### config.mk
export PLATFORM = sky130hd
export DESIGN_NAME = clap_sequencer
export DESIGN_NICKNAME = d
export VERILOG_FILES = /design/src/rtl/clap_pkg.sv /design/src/rtl/clap_peak_detect.sv /design/src/rtl/clap_sequencer.sv
export SDC_FILE = /design/constraint.sdc
export NUM_CORES = 1
export LEC_CHECK = 0
export CAP_MARGIN = 20
export CELL_PAD_IN_SITES_DETAIL_PLACEMENT = 1
export CELL_PAD_IN_SITES_GLOBAL_PLACEMENT = 1
export CORE_UTILIZATION = 41
export DETAILED_ROUTE_END_ITERATION = 10
export PLACE_DENSITY_LB_ADDON = 0.1
export SETUP_SLACK_MARGIN = 0.5
export SKIP_LAST_GASP = 1
export SYNTH_ARGS = -nofsm -noshare
export SYNTH_HDL_FRONTEND = slang
export SYNTH_SLANG_ARGS = --single-unit
### constraint.sdc
create_clock -name s00_axis_aclk -period 2.27 [get_ports s00_axis_aclk]
set_input_delay 0.454 -clock s00_axis_aclk [delete_from_list [all_inputs] [get_ports s00_axis_aclk]]
set_output_delay 0.454 -clock s00_axis_aclk [all_outputs]
set_load 0.05 [all_outputs]
### src/rtl/clap_pkg.sv
// -----------------------------------------------------------------------------
// clap_pkg
// Shared definitions for the clap-clap light: FSM state encoding and the
// default ADC zero level / peak threshold used by the sequencer and by the
// capture-side bench.
// -----------------------------------------------------------------------------
package clap_pkg;

    // ADC defaults (offset-binary counts)
    localparam int DEF_MIDSCALE  = 2048;
    localparam int DEF_THRESHOLD = 1024;

    // FSM state encoding, visible on the debug 'state' port
    localparam logic [1:0] ST_IDLE  = 2'd0;
    localparam logic [1:0] ST_HOLD1 = 2'd1;
    localparam logic [1:0] ST_WAIT2 = 2'd2;
    localparam logic [1:0] ST_HOLD2 = 2'd3;

    typedef enum logic [1:0] {
        IDLE  = ST_IDLE,
        HOLD1 = ST_HOLD1,
        WAIT2 = ST_WAIT2,
        HOLD2 = ST_HOLD2
    } clap_state_t;

    function automatic int max_of(input int a, input int b);
        return (a > b) ? a : b;
    endfunction

endpackage

### src/rtl/clap_peak_detect.sv
// -----------------------------------------------------------------------------
// clap_peak_detect
// One registered stage: magnitude of the sample about mid-scale, compared
// against the peak threshold (inclusive).
//
// Ports:
//   clk          in   clock, rising edge
//   rst_n        in   asynchronous active-low reset
//   sample       in   DATA_W  unsigned offset-binary sample
//   sample_valid in   1       sample qualifies for evaluation
//   peak         out  1       |sample - MIDSCALE| >= THRESHOLD (registered)
//   peak_valid   out  1       'peak' carries an evaluated sample
// -----------------------------------------------------------------------------
module clap_peak_detect
    import clap_pkg::*;
#(
    parameter int DATA_W    = 16,
    parameter int MIDSCALE  = DEF_MIDSCALE,
    parameter int THRESHOLD = DEF_THRESHOLD
) (
    input  logic              clk,
    input  logic              rst_n,
    input  logic [DATA_W-1:0] sample,
    input  logic              sample_valid,
    output logic              peak,
    output logic              peak_valid
);

    localparam logic signed [DATA_W:0] MID_S = (DATA_W+1)'(MIDSCALE);
    localparam logic        [DATA_W:0] THR_U = (DATA_W+1)'(THRESHOLD);

    // The difference needs one extra bit so both signs fit; the magnitude of
    // that difference can never reach 2^DATA_W, so no saturation is needed.
    function automatic logic [DATA_W:0] abs_mag(input logic signed [DATA_W:0] d);
        return d[DATA_W] ? $unsigned(-d) : $unsigned(d);
    endfunction

    logic signed [DATA_W:0] diff_p0;
    logic        [DATA_W:0] mag_p0;
    logic                   hit_p0;

    assign diff_p0 = $signed({1'b0, sample}) - MID_S;
    assign mag_p0  = abs_mag(diff_p0);
    assign hit_p0  = (mag_p0 >= THR_U);

    // ---- stage p0 -> p1 : registered peak decision ----
    logic peak_p1;
    logic vld_p1;

    always_ff @(posedge clk or negedge rst_n) begin
        if (!rst_n) begin
            peak_p1 <= 1'b0;
            vld_p1  <= 1'b0;
        end else begin
            peak_p1 <= hit_p0;
            vld_p1  <= sample_valid;
        end
    end

    assign peak       = peak_p1;
    assign peak_valid = vld_p1;

endmodule

### src/rtl/clap_sequencer.sv
// -----------------------------------------------------------------------------
// clap_sequencer
// Drains the ADC AXI-Stream sample feed, turns every accepted sample into a
// peak / no-peak decision and runs the double-clap FSM. All timing in the FSM
// is counted in evaluated samples, never in clock cycles. A valid double clap
// toggles the lamp.
//
// Ports:
//   s00_axis_aclk     in   clock, rising edge
//   s00_axis_aresetn  in   asynchronous active-low reset
//   s00_axis_tvalid   in   sample valid
//   s00_axis_tdata    in   C_S00_AXIS_TDATA_WIDTH unsigned offset-binary sample
//   s00_axis_tstrb    in   byte strobes, ignored
//   s00_axis_tready   out  registered copy of 'enable'
//   enable            in   detection enable
//   light             out  lamp drive, toggles on each double clap
//   clap_pulse        out  one-cycle strobe per counted clap
//   state             out  FSM state (debug)
//
// Latency: handshake at edge N, peak decision at N+1, FSM/light/pulse at N+2.
// -----------------------------------------------------------------------------
module clap_sequencer
    import clap_pkg::*;
#(
    parameter int C_S00_AXIS_TDATA_WIDTH = 16,
    parameter int MIDSCALE               = DEF_MIDSCALE,
    parameter int THRESHOLD              = DEF_THRESHOLD,
    parameter int HOLDOFF_SAMPLES        = 200,
    parameter int WINDOW_SAMPLES         = 2000
) (
    input  logic                                  s00_axis_aclk,
    input  logic                                  s00_axis_aresetn,
    input  logic                                  s00_axis_tvalid,
    input  logic [C_S00_AXIS_TDATA_WIDTH-1:0]     s00_axis_tdata,
    input  logic [(C_S00_AXIS_TDATA_WIDTH/8)-1:0] s00_axis_tstrb,
    output logic                                  s00_axis_tready,
    input  logic                                  enable,
    output logic                                  light,
    output logic                                  clap_pulse,
    output logic [1:0]                            state
);

    localparam int CNT_MAX = max_of(HOLDOFF_SAMPLES, WINDOW_SAMPLES);
    localparam int CNT_W   = $clog2(CNT_MAX + 1);

    localparam logic [CNT_W-1:0] HOLD_LAST = CNT_W'(HOLDOFF_SAMPLES - 1);
    localparam logic [CNT_W-1:0] WIN_LAST  = CNT_W'(WINDOW_SAMPLES - 1);

    // Strobes carry no meaning for a single-sample stream.
    logic unused_tstrb;
    assign unused_tstrb = ^s00_axis_tstrb;

    logic tready_q;
    logic accept;

    assign accept = s00_axis_tvalid & tready_q;

    // ---- stage p0 : sample capture on handshake ----
    // Any handshake that completes while enable is low is dropped here, and
    // every later stage is qualified with enable too, so nothing that was in
    // flight when detection stopped is ever evaluated.
    logic [C_S00_AXIS_TDATA_WIDTH-1:0] data_p0;
    logic                              vld_p0;

    always_ff @(posedge s00_axis_aclk or negedge s00_axis_aresetn) begin
        if (!s00_axis_aresetn) begin
            tready_q <= 1'b0;
            data_p0  <= '0;
            vld_p0   <= 1'b0;
        end else begin
            tready_q <= enable;
            vld_p0   <= accept & enable;
            if (accept) begin
                data_p0 <= s00_axis_tdata;
            end
        end
    end

    // ---- stage p1 : magnitude / peak ----
    logic peak_p1;
    logic vld_p1;

    clap_peak_detect #(
        .DATA_W    (C_S00_AXIS_TDATA_WIDTH),
        .MIDSCALE  (MIDSCALE),
        .THRESHOLD (THRESHOLD)
    ) u_peak (
        .clk          (s00_axis_aclk),
        .rst_n        (s00_axis_aresetn),
        .sample       (data_p0),
        .sample_valid (vld_p0 & enable),
        .peak         (peak_p1),
        .peak_valid   (vld_p1)
    );

    logic eval_p1;
    assign eval_p1 = vld_p1 & enable;

    // ---- stage p2 : clap FSM, sample counter, lamp ----
    clap_state_t      state_q, state_d;
    logic [CNT_W-1:0] cnt_q, cnt_d;
    logic             light_q, light_d;
    logic             pulse_q, pulse_d;

    always_ff @(posedge s00_axis_aclk or negedge s00_axis_aresetn) begin
        if (!s00_axis_aresetn) begin
            state_q <= IDLE;
            cnt_q   <= '0;
            light_q <= 1'b0;
            pulse_q <= 1'b0;
        end else begin
            state_q <= state_d;
            cnt_q   <= cnt_d;
            light_q <= light_d;
            pulse_q <= pulse_d;
        end
    end

    always_comb begin
        state_d = state_q;
        cnt_d   = cnt_q;
        light_d = light_q;
        pulse_d = 1'b0;

        if (!enable) begin
            state_d = IDLE;
            cnt_d   = '0;
        end else if (eval_p1) begin
            case (state_q)
                IDLE: begin
                    if (peak_p1) begin
                        pulse_d = 1'b1;
                        cnt_d   = '0;
                        state_d = HOLD1;
                    end
                end
                HOLD1: begin
                    if (cnt_q == HOLD_LAST) begin
                        cnt_d   = '0;
                        state_d = WAIT2;
                    end else begin
                        cnt_d = cnt_q + CNT_W'(1);
                    end
                end
                WAIT2: begin
                    // A peak on the last window sample still counts.
                    if (peak_p1) begin
                        light_d = ~light_q;
                        pulse_d = 1'b1;
                        cnt_d   = '0;
                        state_d = HOLD2;
                    end else if (cnt_q == WIN_LAST) begin
                        cnt_d   = '0;
                        state_d = IDLE;
                    end else begin
                        cnt_d = cnt_q + CNT_W'(1);
                    end
                end
                HOLD2: begin
                    if (cnt_q == HOLD_LAST) begin
                        cnt_d   = '0;
                        state_d = IDLE;
                    end else begin
                        cnt_d = cnt_q + CNT_W'(1);
                    end
                end
                default: begin
                    cnt_d   = '0;
                    state_d = IDLE;
                end
            endcase
        end
    end

    assign s00_axis_tready = tready_q;
    assign light           = light_q;
    assign clap_pulse      = pulse_q;
    assign state           = state_q;

endmodule
Word-level counts from Yosys, hierarchy flattened. Index checks and enable logic that the tools add are counted.

Bits of input ports: 22. Word-level logic and storage cells: 54. Output and inout port bits: 5. Flip-flop bits (word level): 35.

Bitwise operators: 5. Reduce and logical (&&, ||, !) cells: 6. Eq/ne operators: 10. Muxes and demuxes: 20. Order comparisons: 1. Add/sub/neg operators: 3.

Operators with widths (number): two-way mux 11 bit (6); case mux 11 bit (3 select lines) (1); greater-or-equal comparator 17 x 11 -> 1 bit (second input constant) (1); two-way mux 17 bit (1); negator 17 bit (1); subtractor 16 x 12 -> 17 bit (second input constant) (1); two-way mux 2 bit (7); adder 11 x 1 -> 11 bit (second input constant) (1); == test 11 bit (second input constant) (1); == test 11 x 8 -> 1 bit (second input constant) (1); case mux 2 bit (4 select lines) (1); != test 3 bit (second input constant) (2); AND reduction 5 bit (1); AND 1 bit (4); == test 2 bit (second input constant) (2); two-way mux 1 bit (4); != test 4 x 3 -> 1 bit (second input constant) (1); AND reduction 4 bit (1); OR reduction 2 bit (2); != test 3 x 2 -> 1 bit (second input constant) (1); == test 2 x 1 -> 1 bit (second input constant) (1); logical NOT 2 bit (1); != test 2 x 1 -> 1 bit (second input constant) (1); AND reduction 2 bit (1); inverter 1 bit (1).

Logic depth before layout (Yosys ltp). Gate-level depths: netlist of the first run.

Word-level depth: 6. Mapped depth: 7.

By module. A second synthesis of the first run with hierarchy kept.

Cell total of the unflattened synthesis: 156. Area, all modules: 1760.4 µm².

By module, submodules not included: clap_sequencer (cells each 128, times used 1, area an instance 1526.5 µm²); clap_peak_detect (cells each 28, times used 1, area an instance 234.0 µm²).

Worst setup path before layout of the first run. No wires, ideal clock.

Kind: reg2reg. From: register data_p0[11]. To: register u_peak.peak_p1 (netlist: u_peak.peak). Arrival time: 1.572 ns. Required time: 2.147 ns. Cell stages (with the launch flop): 8. Clock period less this slack: 1.696 ns. Slack: 0.574 ns. Cell sequence: dfrtp_1 -> inv_1 -> ha_1 -> or4_1 -> o21ai_0 -> a32oi_1 -> o21ai_0 -> nand2_1.

Word-level cells in the longest chain between the ends: 4.

Ends and longest elaborated chain: start: declaration (RTL line clap_sequencer.sv:62) `logic [C_S00_AXIS_TDATA_WIDTH-1:0] data_p0;`; start signal: assignment (RTL line clap_sequencer.sv:74) `data_p0 <= s00_axis_tdata;`; subtractor 16 x 12 -> 17 bit * (RTL line clap_peak_detect.sv:42) `assign diff_p0 = $signed({1'b0, sample}) - MID_S;`; negator 17 bit (RTL line clap_peak_detect.sv:35) `return d[DATA_W] ? $unsigned(-d) : $unsigned(d);`; two-way mux 17 bit * (RTL line clap_peak_detect.sv:35); greater-or-equal comparator 17 x 11 -> 1 bit * (RTL line clap_peak_detect.sv:44) `assign hit_p0 = (mag_p0 >= THR_U);`; named net u_peak.hit_p0 (RTL line clap_peak_detect.sv:40) `logic hit_p0;`; end signal: assignment (RTL line clap_peak_detect.sv:55) `peak_p1 <= hit_p0;`; end: declaration (RTL line clap_peak_detect.sv:47) `logic peak_p1;`.

Mark *: on every way through the listed nets, which the timed path passes. The rest lies on a longest branch. A chain may end at the register's enable or synchronous reset.

Final worst setup path of the first run.
From: register cnt_q[5]. To: register cnt_q[10].

Word-level cells in the longest chain between the ends: 6.

Ends and longest elaborated chain: start: declaration (RTL line clap_sequencer.sv:101) `logic [CNT_W-1:0] cnt_q, cnt_d;`; start signal: assignment (RTL line clap_sequencer.sv:113) `cnt_q <= cnt_d;`; adder 11 x 1 -> 11 bit / == test 11 bit (equally long branches); two-way mux 11 bit (RTL line clap_sequencer.sv:152) `end else if (cnt_q == WIN_LAST) begin`; two-way mux 11 bit (RTL line clap_sequencer.sv:147) `if (peak_p1) begin`; case mux 11 bit (3 select lines) * (RTL line clap_sequencer.sv:129) `case (state_q)`; two-way mux 11 bit * (RTL line clap_sequencer.sv:128) `end else if (eval_p1) begin`; two-way mux 11 bit * (RTL line clap_sequencer.sv:125) `if (!enable) begin`.

Mark *: on every way between the ends. The rest lies on a longest branch, timed or not. The select of a mux whose other input is x is not followed.

==> results of run 1 <==
## sequential cells by signal (all words and copies together) (netlist names)
| signal | count |
|---|---|
| u_peak.peak | 1 |
| s00_axis_tready | 1 |
| u_peak.peak_valid | 1 |
| cnt_q | 11 |
| light | 1 |
| state | 2 |
| data_p0 | 16 |
| clap_pulse | 1 |
| vld_p0 | 1 |
## worst max-delay path: stages, from the launching register on
cell and delay [ps]:
dfrtp_1 420, and4bb_1 320, nand4_1 170, a32oi_2 340, buf_6 180, o21ai_0 110
a22o_1 210
## where the power goes
group	internal (mW)	total [mW]	switching [mW]
Clock	0.238	0.463	0.225
Sequential	0.670	0.704	0.0341
Combinational	0.122	0.220	0.0981
## per-layer routing
layer	up-vias	global-route usage [%]	routed length, um
met5	-	0	0
met4	0	10.11	99
met3	9	5.172	125
met2	25	38.52	2184
met1	702	21.70	1572
li1	649	-	-
## cells in the final DEF (no fill, tap or decap), types with 3 or more instances in the layout
cell type	count
a21o_1	3
a22o_1	4
buf_4	15
clkbuf_8	6
clkdlybuf4s50_1	18
dfrtp_1	33
dlygate4sd2_1	3
mux2_2	17
nand2_1	14
nand3_1	6
nand4_1	3
nor2_1	7
nor2b_1	3
nor3_1	5
nor4_1	5
o21ai_0	5
o21ai_1	5
## through the flow
step	instance area, um2	instances	setup WS (ps)
final	2222	247	404.8
after CTS	2156	242	464.2
after floorplan	1697	153	574.5
after global placement	2024	230	281.2
after global routing	2222	247	312.3
after detailed placement	2024	230	180.1
## kinds of logic after synthesis
family / count (synthesis) / share of synthesized area [%]
AOI/OAI and AO/OA: 28 / 11.87
xor gates and xnor gates: 2 / 1.033
adders and majority gates: 3 / 2.213
buffers and inverters: 6 / 1.843
DFF: 35 / 51.62
muxes: 18 / 11.87
and+or+nand+nor: 61 / 19.54
## final cells by class
cell class,instances,area [um2],share of cell area (%)
clock inverter,1,5.005,0.2252
timing repair buffer,40,352.8,15.88
multi-input combinational,112,829.5,37.33
clock buffer,6,82.58,3.716
tap,50,62.56,2.815
sequential,35,878.3,39.53
inverter,3,11.26,0.5068
## worst paths after layout
| path | slack, ps | end | cells after the start |
|---|---|---|---|
| worst min register to register | 460 | u_peak.peak_valid | 1 |
| worst max-delay path | 400 | cnt_q[10] | 6 |
| worst max register to register | 400 | cnt_q[10] | 6 |
| min in group asynchronous | 580 | cnt_q[8] | 2 |
| worst min-delay path | 460 | u_peak.peak_valid | 1 |
| max in group asynchronous | 1350 | cnt_q[3] | 2 |
## timing repair
action                                 4_1_cts  5_1_grt
pin swaps                                    2        6
endpoints found under the hold margin        0        0
gates resized for setup                     10       14
buffers inserted                             5        5
setup endpoints to repair                   16       16
==> impl_metrics.yaml, run 1 <==
synth:
  ys.flop_type: "dfrtp_1"
  ys_async_sr_fraction_pct: 100.0
  yosysMostFrequentCell: "dfrtp_1"
  synth.distinct_cells: 43
  syn_nets: 178
  ys_ff_latch: 35
  synthCells: 153
  yosysTopAreaCell: "dfrtp_1"
  synth_area_leaders: "dfrtp_1 52%, mux2_2 11%, nand2_1 3.1%"
  synth-edff-count: 0
  synth_warnings: 0
  synth_top_area_share_pct: 51.62
  synth_common_cells: "35 x dfrtp_1, 17 x mux2_2, 14 x nand2_1"
  ys_seq_area_share_pct: 51.62
  syn-cell-area_um2: 1697
  avgSynthCellArea_um2: 11.09
worst_setup_path:
  crit_arrival_ps: 2040
  crit_path_max_fanout: 9
  end_kind: "flop"
  startpoint: "cnt_q[5]"
  crit_required_ps: 2450
  start_kind: "flop"
  crit_type: "flop to flop"
  reg2reg_from: "cnt_q[5]"
run:
  max_cap_violations: 0
pwr:
  p_leak_nw: 0.9804
  irDropWorstVdd_uv: 350.7
  p_total_mw: 1.388
  power_density_nw_per_um2: 624.5
global_routing:
  antenna_found_initial: 0
  grt_max_degree: 36
  grtUsageTotal_pct: 20.85
  grt_first_pass_wirelength_um: 6734
  grt_pass1_vias: 1510
  grt_remaining_overflow: 0
sta:
  setup_viol: 0
  period_share_pct: 82.17
  maxSlewViolCount: 0
  slew_headroom_pct: 67.86
  period_needed_ps: 1865
  tns_ps: 0
  fmax_mhz: 536.1
  skew_ps: 7.438
  hold-worst-slack_ps: 464.3
  grt_setup_unrepaired: "true"
  worstMarginPinSlew_ps: 484.1
  finalHoldViolCount: 0
final_layout:
  fin_nets: 222
  post-route-util_pct: 55.55
  area_growth_pct: 30.97
  drive_above_1_share_pct: 27.41
  fillers: 435
  diodes: 0
clock_tree:
  numClockSinks: 35
  clkTransAtPathRegs_ps: 70
  clock-root-buffer: "clkbuf_8"
  clock_latency_ps: 280
  clockBufferDepth: 2
  cts_buffers: 5
  cts.hold.buffers_added: 0
  cts_tree: "built"
  htreeDepth: 2
drt:
  postRouteAntennaNets: 0
  drtIter0Drc: 57
  drc: 0
  vias_per_cell: 5.607
  firstDrtPassIters: 4
  wl_per_cell_um: 16.12
  totalWireLength_um: 3982
  vias: 1385
place:
  numPortBuffers: 24
  hpwl_um: 2707
  place_congestion: 0.8539
floorplanning:
  die_width_um: 66.33
  ios: 27
  rows: 23
  initial_core_util_pct: 42.41
  dieArea_um2: 4400
  core-area_um2: 4000
  fp.dieH_um: 66.33
outcome:
  outcome: "finished, final reports clean"
hold_path:
  hold_class: "flop to flop"
  worst_hold_startpoint: "vld_p0"
(Power assumes the default switching activity.)
==> inputs of run 2 (changes only) <==
--- a/config.mk
+++ b/config.mk
@@ -8,7 +8,7 @@
 export CAP_MARGIN = 20
 export CELL_PAD_IN_SITES_DETAIL_PLACEMENT = 1
 export CELL_PAD_IN_SITES_GLOBAL_PLACEMENT = 1
-export CORE_UTILIZATION = 41
+export CORE_UTILIZATION = 37
 export DETAILED_ROUTE_END_ITERATION = 10
 export PLACE_DENSITY_LB_ADDON = 0.1
 export SETUP_SLACK_MARGIN = 0.5
==> constraint.sdc (replaced) <==
create_clock -name s00_axis_aclk -period 1.6 [get_ports s00_axis_aclk]
set_input_delay 0.32 -clock s00_axis_aclk [delete_from_list [all_inputs] [get_ports s00_axis_aclk]]
set_output_delay 0.32 -clock s00_axis_aclk [all_outputs]
set_load 0.05 [all_outputs]
==> impl_metrics.yaml, run 2 (synthesis results as in run 1) <==
sta:
  finalWorstSetupSlack_ps: -242.8
  fmax_mhz: 542.6
  worstMarginPinSlew_ps: 415.0
  setup_viol: 14
  slew_headroom_pct: 72.34
  period_share_pct: 115.2
  tns_ps: -2463
  hold-worst-slack_ps: 400.8
  grt_setup_unrepaired: "true"
  maxSlewViolCount: 0
  skew_ps: 6.271
  period_needed_ps: 1843
  finalHoldViolCount: 0
clock_tree:
  cts.hold.buffers_added: 0
  numClockSinks: 35
  cts_tree: "built"
  clock_latency_ps: 290
  clkTransAtPathRegs_ps: 70
  clock-root-buffer: "clkbuf_8"
  clockBufferDepth: 2
  htreeDepth: 2
  cts_buffers: 5
floorplanning:
  core-area_um2: 4384
  dieArea_um2: 4860
  ios: 27
  fp.dieH_um: 69.72
  initial_core_util_pct: 38.70
  rows: 24
  die_width_um: 69.72
final_layout:
  regMostFlops: "data_p0"
  final_cell_mix: "33 x dfrtp_1, 29 x buf_4, 17 x clkdlybuf4s50_1"
  finalNonFillerCells: 269
  largest_reg_flops: 16
  final_common_cell: "dfrtp_1"
  fin_nets: 241
  final_cell_area_um2: 2527
  diodes: 0
  drive_above_1_share_pct: 34.56
  area_growth_pct: 48.97
drt:
  postRouteAntennaNets: 0
  drtIter0Drc: 46
  drc: 0
  vias: 1468
  vias_per_cell: 5.457
  wl_per_cell_um: 16.58
  totalWireLength_um: 4459
  firstDrtPassIters: 4
outcome:
  violations: "negative setup slack"
  outcome: "complete, but fails checks"
global_routing:
  grt_first_pass_wirelength_um: 7776
  grt_pass1_vias: 1628
  grtUsageTotal_pct: 20.92
  grt_max_degree: 36
  antenna_found_initial: 0
  grt_remaining_overflow: 0
hold_path:
  hold_class: "input pin to async pin"
place:
  place_congestion: 0.8114
  dpl-instance-area_um2: 2290
  numPortBuffers: 24
  hpwl_um: 3014
  placedCellCount: 251
pwr:
  power_density_nw_per_um2: 843.2
  irDropWorstVdd_uv: 392.6
  p_leak_nw: 1.183
worst_setup_path:
  path_buf_inv: 1
  path_cells: "nor4_2, nand4_1, a32oi_2, nor2_1, buf_4, mux2_2"
  crit_arrival_ps: 2020
  end_kind: "flop"
  cp_slowest_cell: "dfrtp_1"
  path_delay_family: "simple AND/OR/NAND/NOR gates"
  crit_path_max_fanout: 5
  start_kind: "flop"
  crit_type: "flop to flop"
  critPathMaxStageDelay_ps: 400
  crit_required_ps: 1780
run:
  max_cap_violations: 0
## run 2: cell types whose count changed in the layout (fill, tap and decap cells not counted), moves of 2 or more
cell      before  now
buf_6          1    6
mux2_4         0   16
buf_4         15   29
mux2_2        17    1
nand2_8        0    2
buf_12         0    4
clkbuf_2       2    0
## run 2: final cells by class
class                           instances  area [um2]
Tap cell                               52       65.06
Clock buffer                            8       100.1
Sequential cell                        35       878.3
Multi-Input combinational cell        113       919.6
Inverter                                3       11.26
Timing Repair Buffer                   58       553.0
Fill cell                             459        1857
## run 2: repair_timing
action                                  in CTS  in global routing
pin swaps                                    6                  4
resized for setup                           18                  1
cloned                                       1                  0
endpoints found under the setup margin      36                 36
setup buffers                                8                  1
## run 2: worst paths after layout
check	start	end	cells after the start	slack, ps
min in group s00_axis_aclk	enable	s00_axis_tready	2	450
hold / removal	s00_axis_aresetn	cnt_q[3]	2	400
setup reg to reg	cnt_q[9]	cnt_q[0]	6	-240
max in group asynchronous	s00_axis_aresetn	s00_axis_tready	2	1000
setup / recovery	cnt_q[9]	cnt_q[0]	6	-240
hold reg to reg	vld_p0	u_peak.peak_valid	1	470
## run 2: per-stage QoR
step                utilization [%]  power [mW]  worst slack [ps]
floorplan                         -       1.223            -62.57
global placement              52.23       1.365            -185.8
detailed placement            52.23       1.392            -254.2
CTS                           57.39       2.152            -198.0
global route                  57.65       2.233            -351.7
finish                        57.65       2.131            -242.8
## run 2: metal layers
layer | track usage (%) | part of all wire (%)
met4 | 8.889 | 2.4
met1 | 23.24 | 39
met5 | 0 | 0
met2 | 38.19 | 55
met3 | 4.651 | 2.9
## run 2: worst reg2reg max path, cell delays in order (launching register included)
cell and delay [ps]:
dfrtp_1 400, nor4_2 310, nand4_1 200, a32oi_2 320, nor2_1 80, buf_4 160
mux2_2 260
## run 2: report_power, final
part	switching (mW)	leakage, nW	total, mW	internal (mW)
clock network	0.318	0.0515	0.711	0.393
logic	0.169	0.689	0.415	0.246
registers	0.0543	0.442	1.01	0.951
==> inputs of run 3 (changes only) <==
--- a/config.mk
+++ b/config.mk
@@ -8,8 +8,9 @@
 export CAP_MARGIN = 20
 export CELL_PAD_IN_SITES_DETAIL_PLACEMENT = 1
 export CELL_PAD_IN_SITES_GLOBAL_PLACEMENT = 1
-export CORE_UTILIZATION = 37
+export CORE_UTILIZATION = 44
 export DETAILED_ROUTE_END_ITERATION = 10
+export DONT_BUFFER_PORTS = 1
 export PLACE_DENSITY_LB_ADDON = 0.1
 export SETUP_SLACK_MARGIN = 0.5
 export SKIP_LAST_GASP = 1
==> impl_metrics.yaml, run 3 (synthesis results as in run 1) <==
outcome:
  outcome: "complete, but fails checks"
  violations: "negative hold slack, negative setup slack"
pwr:
  internal_power_mw: 1.487
  p_total_mw: 1.989
  p_leak_nw: 1.040
  p_sw_mw: 0.5016
  seq_power_share_pct: 50.9
  irDropWorstVdd_uv: 617.4
  clkPwrFrac_pct: 33.6
  power_density_nw_per_um2: 890.5
  p_sw_share_pct: 25.22
  comb_power_share_pct: 15.5
drt:
  totalWireLength_um: 4155
  drtIter0Drc: 48
  vias_per_cell: 5.669
  vias: 1355
  drc: 0
  wl_per_cell_um: 17.38
  firstDrtPassIters: 4
  postRouteAntennaNets: 0
sta:
  grt_setup_unrepaired: "true"
  fmax_mhz: 540.1
  period_share_pct: 115.7
  maxSlewViolCount: 0
  period_needed_ps: 1851
  skew_ps: 6.379
  worstMarginPinSlew_ps: 372.7
  finalHoldViolCount: 35
  slew_headroom_pct: 74.96
  hold-worst-slack_ps: -281.1
  setup_viol: 13
  finalWorstSetupSlack_ps: -251.4
final_layout:
  drive_above_1_share_pct: 36.13
  diodes: 0
  final_cell_mix: "31 x dfrtp_1, 28 x buf_4, 16 x mux2_4"
  fin_nets: 215
  largest_reg_flops: 16
  final_common_cell: "dfrtp_1"
  area_growth_pct: 31.64
  regMostFlops: "data_p0"
global_routing:
  grt_pass1_vias: 1482
  grt_remaining_overflow: 0
  grtUsageTotal_pct: 23.23
  grt_first_pass_wirelength_um: 7134
  antenna_found_initial: 0
  grt_max_degree: 36
worst_setup_path:
  start_kind: "flop"
  path_cells: "nor4_2, nand4_1, a32oi_4, buf_4, nor2_4, mux2_2"
  critPathMaxStageDelay_ps: 390
  reg2reg_from: "cnt_q[9]"
  path_buf_inv: 1
  crit_path_max_fanout: 5
  cp_slowest_cell: "dfrtp_1"
  worst-path-stages: 6
  crit_type: "flop to flop"
  crit_arrival_ps: 2020
  rrSetupSlack_ps: -250
  crit_required_ps: 1770
  reg2reg_to: "cnt_q[0]"
  path_delay_family: "simple AND/OR/NAND/NOR gates"
  reg2regPathDepth: 6
  startpoint: "cnt_q[9]"
  end_kind: "flop"
  crit_path_end: "cnt_q[0]"
place:
  hpwl_um: 2775
  place_congestion: 0.8179
  numPortBuffers: 0
clock_tree:
  cts_buffers: 5
  clock-root-buffer: "clkbuf_8"
  numClockSinks: 35
  clockBufferDepth: 2
  clock_latency_ps: 290
  htreeDepth: 2
  cts_tree: "built"
  clkTransAtPathRegs_ps: 70
floorplanning:
  fp.dieH_um: 64.10
  rows: 22
  initial_core_util_pct: 46.00
  ios: 27
  core-area_um2: 3689
  die_width_um: 64.10
  dieArea_um2: 4108
hold_path:
  hold_class: "input pin to async pin"
run:
  max_cap_violations: 0
run 3: cell count changes in the layout (fill, tap and decap cells not counted), moves of 2 or more:
cell and change:
dlygate4sd2_1 -2, buf_12 -3, clkdlybuf4s50_1 -17, buf_6 -3
dfrtp_1 -2
run 3: timing repair:
item,in CTS,in global routing
gates cloned,1,0
buffers inserted,5,2
resized for setup,17,2
pin swaps,7,3
endpoints found under the setup margin,36,37
endpoints found under the hold margin,35,35
run 3: final cells by class:
class,count,area (um2)
Sequential cell,35,883.3
Clock buffer,7,86.33
Fill cell,397,1455
Tap cell,48,60.06
Inverter,3,11.26
Clock inverter,1,5.005
Timing Repair Buffer,32,264.0
Multi-Input combinational cell,113,923.4
run 3: worst min-delay path by stage:
stage	from	depth (start not counted)	to
after global placement	s00_axis_aresetn	0	cnt_q[10]
after floorplan	s00_axis_aresetn	0	clap_pulse
after global routing	s00_axis_aresetn	0	state[0]
final	s00_axis_aresetn	0	cnt_q[8]
after detailed placement	s00_axis_aresetn	0	cnt_q[8]
after CTS	s00_axis_aresetn	0	state[0]
run 3: metrics by stage:
step / cells / setup WS, ps / util, % / setup TNS (ps) / area (um2)
6_report: 239 / -251.4 / 60.55 / -2356 / 2233
5_1_grt: 239 / -336.0 / 60.55 / -3748 / 2233
4_1_cts: 237 / -235.2 / 59.70 / -2428 / 2202
3_5_place_dp: 223 / -235.6 / 54.41 / -2319 / 2007
3_3_place_gp: 223 / -161.9 / 54.41 / -1350 / 2007
2_1_floorplan: 153 / -62.57 / - / -463.5 / 1800
run 3: per-layer routing:
metal  vias to the layer above  wire length, um  track usage (%)
met3                         4              127            5.893
li1                        642                -                -
met2                        23             2192            40.82
met5                         -                0                0
met4                         0               46            8.333
met1                       686             1788            27.26
run 3: worst register-to-register path: stages (launching register included):
cell	delay, ps
dfrtp_1	390
nor4_2	310
nand4_1	220
a32oi_4	330
buf_4	170
nor2_4	50
mux2_2	270
run 3: power by group through the flow:
stage	Combinational [mW]	Sequential, mW	Clock [mW]
after detailed placement	0.275	1.02	0
after global routing	0.337	1.02	0.724
after floorplan	0.206	1.02	0
final	0.308	1.01	0.668
after global placement	0.263	1.02	0
after CTS	0.300	1.01	0.679
